--- src/rtl/npc_pkg.sv ---
// Shared NPC core definitions: datapath width, register-address width and
// the RV32 load funct3 encodings used by the writeback stage.
package npc_pkg;

    localparam int unsigned XLEN  = 32;
    localparam int unsigned REG_W = 5;

    localparam logic [2:0] LB  = 3'b000;
    localparam logic [2:0] LH  = 3'b001;
    localparam logic [2:0] LW  = 3'b010;
    localparam logic [2:0] LBU = 3'b100;
    localparam logic [2:0] LHU = 3'b101;

endpackage

--- src/rtl/wbu_scoreboard.sv ---
// Per-register outstanding-write scoreboard.
// Ports: clk, rst (async, active-low); iss_valid/iss_rd count up a register,
// ret_wen/ret_rd count one down on writeback; busy flags each register with
// a nonzero count; sb_err is a sticky overflow/underflow flag.
module wbu_scoreboard
    import npc_pkg::*;
#(
    parameter int unsigned SB_W = 2
) (
    input  logic             clk,
    input  logic             rst,
    input  logic             iss_valid,
    input  logic [REG_W-1:0] iss_rd,
    input  logic             ret_wen,
    input  logic [REG_W-1:0] ret_rd,
    output logic [31:0]      busy,
    output logic             sb_err
);

    localparam logic [SB_W-1:0] CNT_MAX = '1;

    logic [SB_W-1:0] cnt_q [1:31];
    logic [SB_W-1:0] cnt_d [1:31];
    logic [31:1]     inc_v;
    logic [31:1]     dec_v;
    logic            err_evt;

    // Next counter values; x0 is never tracked so the loop starts at 1.
    always_comb begin
        err_evt = 1'b0;
        inc_v   = '0;
        dec_v   = '0;
        for (int i = 1; i < 32; i++) begin
            cnt_d[i] = cnt_q[i];
            inc_v[i] = iss_valid && (iss_rd == REG_W'(i));
            dec_v[i] = ret_wen && (ret_rd == REG_W'(i));
            if (inc_v[i] && !dec_v[i]) begin
                if (cnt_q[i] == CNT_MAX) err_evt = 1'b1;
                else                     cnt_d[i] = cnt_q[i] + 1'b1;
            end else if (dec_v[i] && !inc_v[i]) begin
                if (cnt_q[i] == '0) err_evt = 1'b1;
                else                cnt_d[i] = cnt_q[i] - 1'b1;
            end
        end
    end

    // Busy vector; bit 0 stays clear.
    always_comb begin
        busy = '0;
        for (int i = 1; i < 32; i++) begin
            busy[i] = (cnt_q[i] != '0);
        end
    end

    // Counter and sticky error state.
    always_ff @(posedge clk or negedge rst) begin
        if (!rst) begin
            for (int i = 1; i < 32; i++) cnt_q[i] <= '0;
            sb_err <= 1'b0;
        end else begin
            for (int i = 1; i < 32; i++) cnt_q[i] <= cnt_d[i];
            if (err_evt) sb_err <= 1'b1;
        end
    end

endmodule

--- src/rtl/wbu.sv ---
// Writeback stage: one-entry stage register between EXU/LSU and the
// register file write port.
// Ports: clk, rst (async, active-low); in_* valid/ready upstream handshake;
// hold stalls retirement; iss_valid/iss_rd feed the scoreboard; rf_* drive
// the register file; fwd_* expose the pending write for bypass; busy and
// sb_err come from the scoreboard; retire/instret count retirements.
module wbu #(
    parameter int unsigned XLEN = 32,
    parameter int unsigned SB_W = 2
) (
    input  logic                      clk,
    input  logic                      rst,
    input  logic                      in_valid,
    output logic                      in_ready,
    input  logic [npc_pkg::REG_W-1:0] in_rd,
    input  logic                      in_wen,
    input  logic                      in_is_load,
    input  logic [2:0]                in_funct3,
    input  logic [1:0]                in_addr_lo,
    input  logic [XLEN-1:0]           in_result,
    input  logic                      hold,
    input  logic                      iss_valid,
    input  logic [npc_pkg::REG_W-1:0] iss_rd,
    output logic                      rf_wen,
    output logic [npc_pkg::REG_W-1:0] rf_rd,
    output logic [XLEN-1:0]           rf_wdata,
    output logic                      fwd_valid,
    output logic [npc_pkg::REG_W-1:0] fwd_rd,
    output logic [XLEN-1:0]           fwd_data,
    output logic [31:0]               busy,
    output logic                      retire,
    output logic [63:0]               instret,
    output logic                      sb_err
);

    import npc_pkg::*;

    // Select and extend the addressed byte/halfword of a raw load word.
    function automatic logic [XLEN-1:0] load_extract(input logic [2:0]      f3,
                                                     input logic [1:0]      lo,
                                                     input logic [XLEN-1:0] word);
        logic [XLEN-1:0] bsh;
        logic [XLEN-1:0] hsh;
        logic [XLEN-1:0] res;
        bsh = word >> {lo, 3'b000};
        hsh = word >> {lo[1], 4'b0000};
        case (f3)
            LB:      res = {{(XLEN-8){bsh[7]}}, bsh[7:0]};
            LBU:     res = {{(XLEN-8){1'b0}}, bsh[7:0]};
            LH:      res = {{(XLEN-16){hsh[15]}}, hsh[15:0]};
            LHU:     res = {{(XLEN-16){1'b0}}, hsh[15:0]};
            LW:      res = word;
            default: res = word;
        endcase
        return res;
    endfunction

    logic             wb_valid;
    logic [REG_W-1:0] wb_rd;
    logic             wb_wen;
    logic [XLEN-1:0]  wb_data;
    logic             accept;
    logic             wr_pending;

    assign in_ready   = !wb_valid || !hold;
    assign accept     = in_valid && in_ready;
    assign retire     = wb_valid && !hold;
    assign wr_pending = wb_valid && wb_wen && (wb_rd != '0);

    assign rf_wen    = wr_pending && !hold;
    assign rf_rd     = wb_rd;
    assign rf_wdata  = wb_data;
    assign fwd_valid = wr_pending;
    assign fwd_rd    = wb_rd;
    assign fwd_data  = wb_data;

    // Stage register: a new entry may replace a retiring one on the same edge.
    always_ff @(posedge clk or negedge rst) begin
        if (!rst) begin
            wb_valid <= 1'b0;
            wb_rd    <= '0;
            wb_wen   <= 1'b0;
            wb_data  <= '0;
        end else if (accept) begin
            wb_valid <= 1'b1;
            wb_rd    <= in_rd;
            wb_wen   <= in_wen;
            wb_data  <= in_is_load ? load_extract(in_funct3, in_addr_lo, in_result)
                                   : in_result;
        end else if (retire) begin
            wb_valid <= 1'b0;
        end
    end

    // Retired-instruction counter, wraps naturally at 2^64.
    always_ff @(posedge clk or negedge rst) begin
        if (!rst)        instret <= '0;
        else if (retire) instret <= instret + 64'd1;
    end

    wbu_scoreboard #(
        .SB_W (SB_W)
    ) u_sb (
        .clk       (clk),
        .rst       (rst),
        .iss_valid (iss_valid),
        .iss_rd    (iss_rd),
        .ret_wen   (rf_wen),
        .ret_rd    (wb_rd),
        .busy      (busy),
        .sb_err    (sb_err)
    );

endmodule
--- config.mk ---
export PLATFORM = sky130hd
export DESIGN_NAME = wbu
export DESIGN_NICKNAME = d
export VERILOG_FILES = /design/src/rtl/npc_pkg.sv /design/src/rtl/wbu_scoreboard.sv /design/src/rtl/wbu.sv
export SDC_FILE = /design/constraint.sdc
export NUM_CORES = 1
export LEC_CHECK = 0
export ABC_AREA = 0
export BUFFER_PORTS_ARGS = -buffer_cell sky130_fd_sc_hd__buf_2
export CORE_ASPECT_RATIO = 2
export CORE_MARGIN = 3
export CORE_UTILIZATION = 55
export CTS_CLUSTER_SIZE = 28
export DETAILED_ROUTE_END_ITERATION = 10
export PLACE_DENSITY = 0.81
export SLEW_MARGIN = 20
export SYNTH_ARGS = -nofsm -noshare
export SYNTH_HDL_FRONTEND = slang
export SYNTH_SLANG_ARGS = --single-unit
--- constraint.sdc ---
create_clock -name clk -period 2.21 [get_ports clk]
set_input_delay 0.221 -clock clk [delete_from_list [all_inputs] [get_ports clk]]
set_output_delay 0.221 -clock clk [all_outputs]
set_load 0.005 [all_outputs]
==> Implementation_results.wiki <==
{| class="wikitable"
! Metric !! Value
|-
| Number of nets still failing antenna checks after routing || 0
|-
| Number of antenna violations at the first check in global routing || 2
|-
| Ports placed on the boundary || around 230
|-
| Post-detailed-placement cell area || 0.0116 mm²
|-
| Post-DR wirelength/cell || 18.5 µm
|-
| Worst Max-Slew Pin Slew || 696 ps
|-
| Last weighted congestion value of the routability-driven placer || 1.13
|-
| Endpoint kind of the worst setup timing path || register
|-
| PnR worst setup slack || -24.4 ps
|-
| Clock tree from TritonCTS || built
|-
| Layout Nets || 1462
|-
| Summed negative setup slack over all endpoints || -24.4 ps
|-
| Clock buffers created by TritonCTS || 17
|-
| Number of sinks on the clock net || between 150 and 200
|-
| WP buf/inv || 1
|-
| Met3 track utilization from global routing || 6.61%
|-
| Met1 global-route usage || about 32%
|-
| Pins Over Slew Limit || 0
|-
| Horizontal die dimension || 100 µm
|-
| Setup repair after global routing missed its margin || yes
|-
| Count of unique library cells instantiated by Yosys || 73
|-
| Remaining routing DRC violations || 0
|-
| Worst setup slack after placement || -16.7 ps
|-
| Die Area || 0.0195 mm²
|-
| Maximum root-to-sink buffer count || 2
|-
| Total instance count after detailed placement || 1586
|-
| Synth Net Count || 1165
|-
| Global routing met2 resource utilization || 55.2%
|-
| Maximum number of pins on one net before global-route repair || 51
|-
| Post-detailed-routing wire length || 30100 µm
|-
| Clock Root Buffer || sky130_fd_sc_hd__clkbuf_16
|-
| Reg-to-Reg Start || fwd_rd[2]$_DFFE_PN0P_
|-
| Worst IR Drop VDD || 0.525 mV
|-
| Total of flip-flops plus latches after synthesis || ~170
|-
| Number of endpoints failing setup at the final stage || 1
|-
| Sum of net half-perimeters after detailed placement || ~23000 µm
|-
| Number of instances in the synthesized netlist || 1110
|-
| Finished layout cell area || 0.0125 mm²
|-
| Total overflow reported by the global router || 0
|-
| Fraction of layout instances using a drive strength above 1 || 33.5%
|-
| Count of TritonRoute iterations in the first routing pass || 5
|-
| Total Power Consumption || around 8.6 mW
|-
| Path type of the worst setup path || register to register
|-
| Vias in the first global route || 9413
|-
| Count of buffers from port buffering || 227
|-
| Mean cell area of the mapped netlist || 8.81 µm²
|-
| Total power per unit cell area || 689 mW/mm²
|-
| Period Utilization, post-route || 101%
|-
| Most heavily used metal layer in global routing || met2
|-
| Area of the core region || 0.0174 mm²
|-
| Util after Layout || 71.8%
|-
| Kind of cell adding the most delay to the critical path || simple AND/OR/NAND/NOR gates
|-
| Worst slew margin || 53.6%
|-
| Initial Utilization || 56.3%
|-
| Area growth from synthesis to layout || 27.4%
|-
| Critical path data required time || 2520 ps
|-
| Avg Vias per Cell || 5.83
|-
| Number of non-filler instances in the completed layout || 1632
|-
| Final hold slack || 24.1 ps
|-
| Leakage power summed over all cells || 5.97 nW
|-
| Initial DRC count || 450
|-
| Post-Syn Area || 0.00978 mm²
|-
| Run status || finished with violations
|-
| Arrival time of data at the critical path endpoint || 2550 ps
|-
| Worst-path maximum fanout || 5
|-
| Leading post-synthesis cells by instance count || sky130_fd_sc_hd__dfrtp_1, sky130_fd_sc_hd__nand2_1, sky130_fd_sc_hd__nor2_1
|-
| Slowest library cell on the worst path || sky130_fd_sc_hd__or4_4
|-
| Number of hold violations in the final report || 0
|-
| Worst setup SP type || register
|-
| Count of max-cap constraint violations || 0
|-
| Vertical extent of the die || ~190 µm
|-
| Number of enable-type register cells in the synthesized netlist || 0
|-
| Most numerous cell in the Yosys netlist || sky130_fd_sc_hd__dfrtp_1
|-
| H-tree depth || 4
|-
| Fraction of synthesis flops using an asynchronous set or reset pin || 100%
|-
| Global-route wire length before repair || 47700 µm
|-
| Highest cell delay on the worst timing path || 550 ps
|-
| Fillcell total || 1312
|-
| Critical path startpoint || fwd_rd[2]$_DFFE_PN0P_
|-
| Launch instance of the worst min-delay path || in_wen
|-
| Overall global routing resource usage || 30.9%
|-
| Largest cells by area after synthesis || sky130_fd_sc_hd__dfrtp_1, sky130_fd_sc_hd__nand2_1, sky130_fd_sc_hd__xnor2_1
|-
| Sequential share of the synthesized area || between 40% and 50%
|-
| Cell chain of the critical path || buf_6 > and4bb_4 > a2111oi_4 > or4_4 > nor4_2 > and4_1 > nand4_1
|-
| Rows || ~70
|-
| Failing checks || negative setup slack
|-
| Area fraction of the dominant cell type after synthesis || between 40% and 50%
|-
| Predominant post-synthesis flop cell || sky130_fd_sc_hd__dfrtp_1
|-
| Yosys warns || 0
|-
| Clock latency of the later-clocked register in the worst-skew pair || 430 ps
|-
| Highest clock frequency the design can meet || between 0.4 and 0.5 GHz
|-
| Register clock-pin slew on the reported worst setup and hold paths || 70 ps
|-
| Setup skew after layout || 14.8 ps
|-
| Vias || around 9500
|-
| Worst Hold Class || primary input to register
|-
| Largest area contributor in the synthesized netlist || sky130_fd_sc_hd__dfrtp_1
|-
| Tmin final || 2230 ps
|}
report_power, final:
part | switching, mW | internal [mW] | total (mW)
logic | 0.996 | 0.916 | 1.91
registers | 0.421 | 3.39 | 3.81
clock network | 1.28 | 1.58 | 2.86
path summary, 6_finish.rpt:
| kind | end | slack [ps] | cells after the start |
|---|---|---|---|
| setup / recovery | u_sb.sb_err$_DFFE_PN0P_ | -20 | 7 |
| hold / removal | wb_wen$_DFFE_PN0P_ | 20 | 3 |
| setup reg to reg | u_sb.sb_err$_DFFE_PN0P_ | -20 | 7 |
| hold reg to reg | instret[63]$_DFFE_PN0P_ | 480 | 1 |
| max in group asynchronous | fwd_rd[4]$_DFFE_PN0P_ | 1120 | 3 |
| min in group asynchronous | u_sb.cnt_q[25]$_DFFE_PN0P_ | 290 | 2 |
layout by cell type, fill, tap and decap left out, types with 11 or more instances in the layout:
master,n
sky130_fd_sc_hd__buf_2,226
sky130_fd_sc_hd__xor2_1,15
sky130_fd_sc_hd__xnor2_1,48
sky130_fd_sc_hd__o22ai_1,21
sky130_fd_sc_hd__clkbuf_16,17
sky130_fd_sc_hd__buf_4,129
sky130_fd_sc_hd__nand3_1,33
sky130_fd_sc_hd__a21oi_1,76
sky130_fd_sc_hd__inv_1,55
sky130_fd_sc_hd__dfrtp_1,162
sky130_fd_sc_hd__nand4_1,17
sky130_fd_sc_hd__o211ai_1,29
sky130_fd_sc_hd__nor2_1,105
sky130_fd_sc_hd__or2_2,29
sky130_fd_sc_hd__and3_1,11
sky130_fd_sc_hd__a211oi_1,29
sky130_fd_sc_hd__o21ai_0,59
sky130_fd_sc_hd__nand2_1,156
sky130_fd_sc_hd__nor3_1,14
sky130_fd_sc_hd__nor2b_1,12
cell families after synthesis:
| family | count (synthesis) | share of synthesized area (%) |
|---|---|---|
| xor+xnor | 63 | 5.64 |
| fa+ha+maj | 1 | 0.128 |
| compound gates | 269 | 17.6 |
| buf+inv | 146 | 8.01 |
| other cells | 1 | 0.0384 |
| flops | 166 | 42.5 |
| simple gates | 456 | 24.7 |
| mux | 8 | 1.36 |
flip-flops by register name, indices dropped and copies added, names as in the netlist:
| name | cells |
|---|---|
| fwd_data | 32 |
| fwd_rd | 5 |
| instret | 64 |
| u_sb.cnt_q | 62 |
| u_sb.sb_err | 1 |
| wb_valid | 1 |
| wb_wen | 1 |
cell type report:
cell class                      count  area, µm²  area share, %
Tap cell                          210        263           2.11
Clock buffer                       21        480           3.86
Multi-Input combinational cell    798       4980           40.0
Timing Repair Buffer              369       2270           18.2
Clock inverter                     11       90.1          0.723
Antenna cell                        2       5.00         0.0402
Inverter                           55        206           1.66
Sequential cell                   166       4160           33.4
worst reg2reg max path, delay by kind of cell (launching register included):
kind	cells	cell delay [ps]
buffers and inverters	1	160
DFF	1	440
and+or+nand+nor	5	1460
AOI/OAI and AO/OA	1	80
per-layer routing:
metal | part of all wire [%] | vias to the layer above
met4 | 6.4 | 0
met2 | 53 | 368
met5 | 0 | -
li1 | - | 4485
met1 | 35 | 4555
met3 | 5.4 | 105
what timing repair did:
item	CTS	global route
setup buffers	3	4
endpoints found under the hold margin	49	0
endpoints found under the setup margin	3	15
pin swaps	5	15
hold buffers	5	0
gates resized for setup	6	36
(Power assumes the default switching activity.)
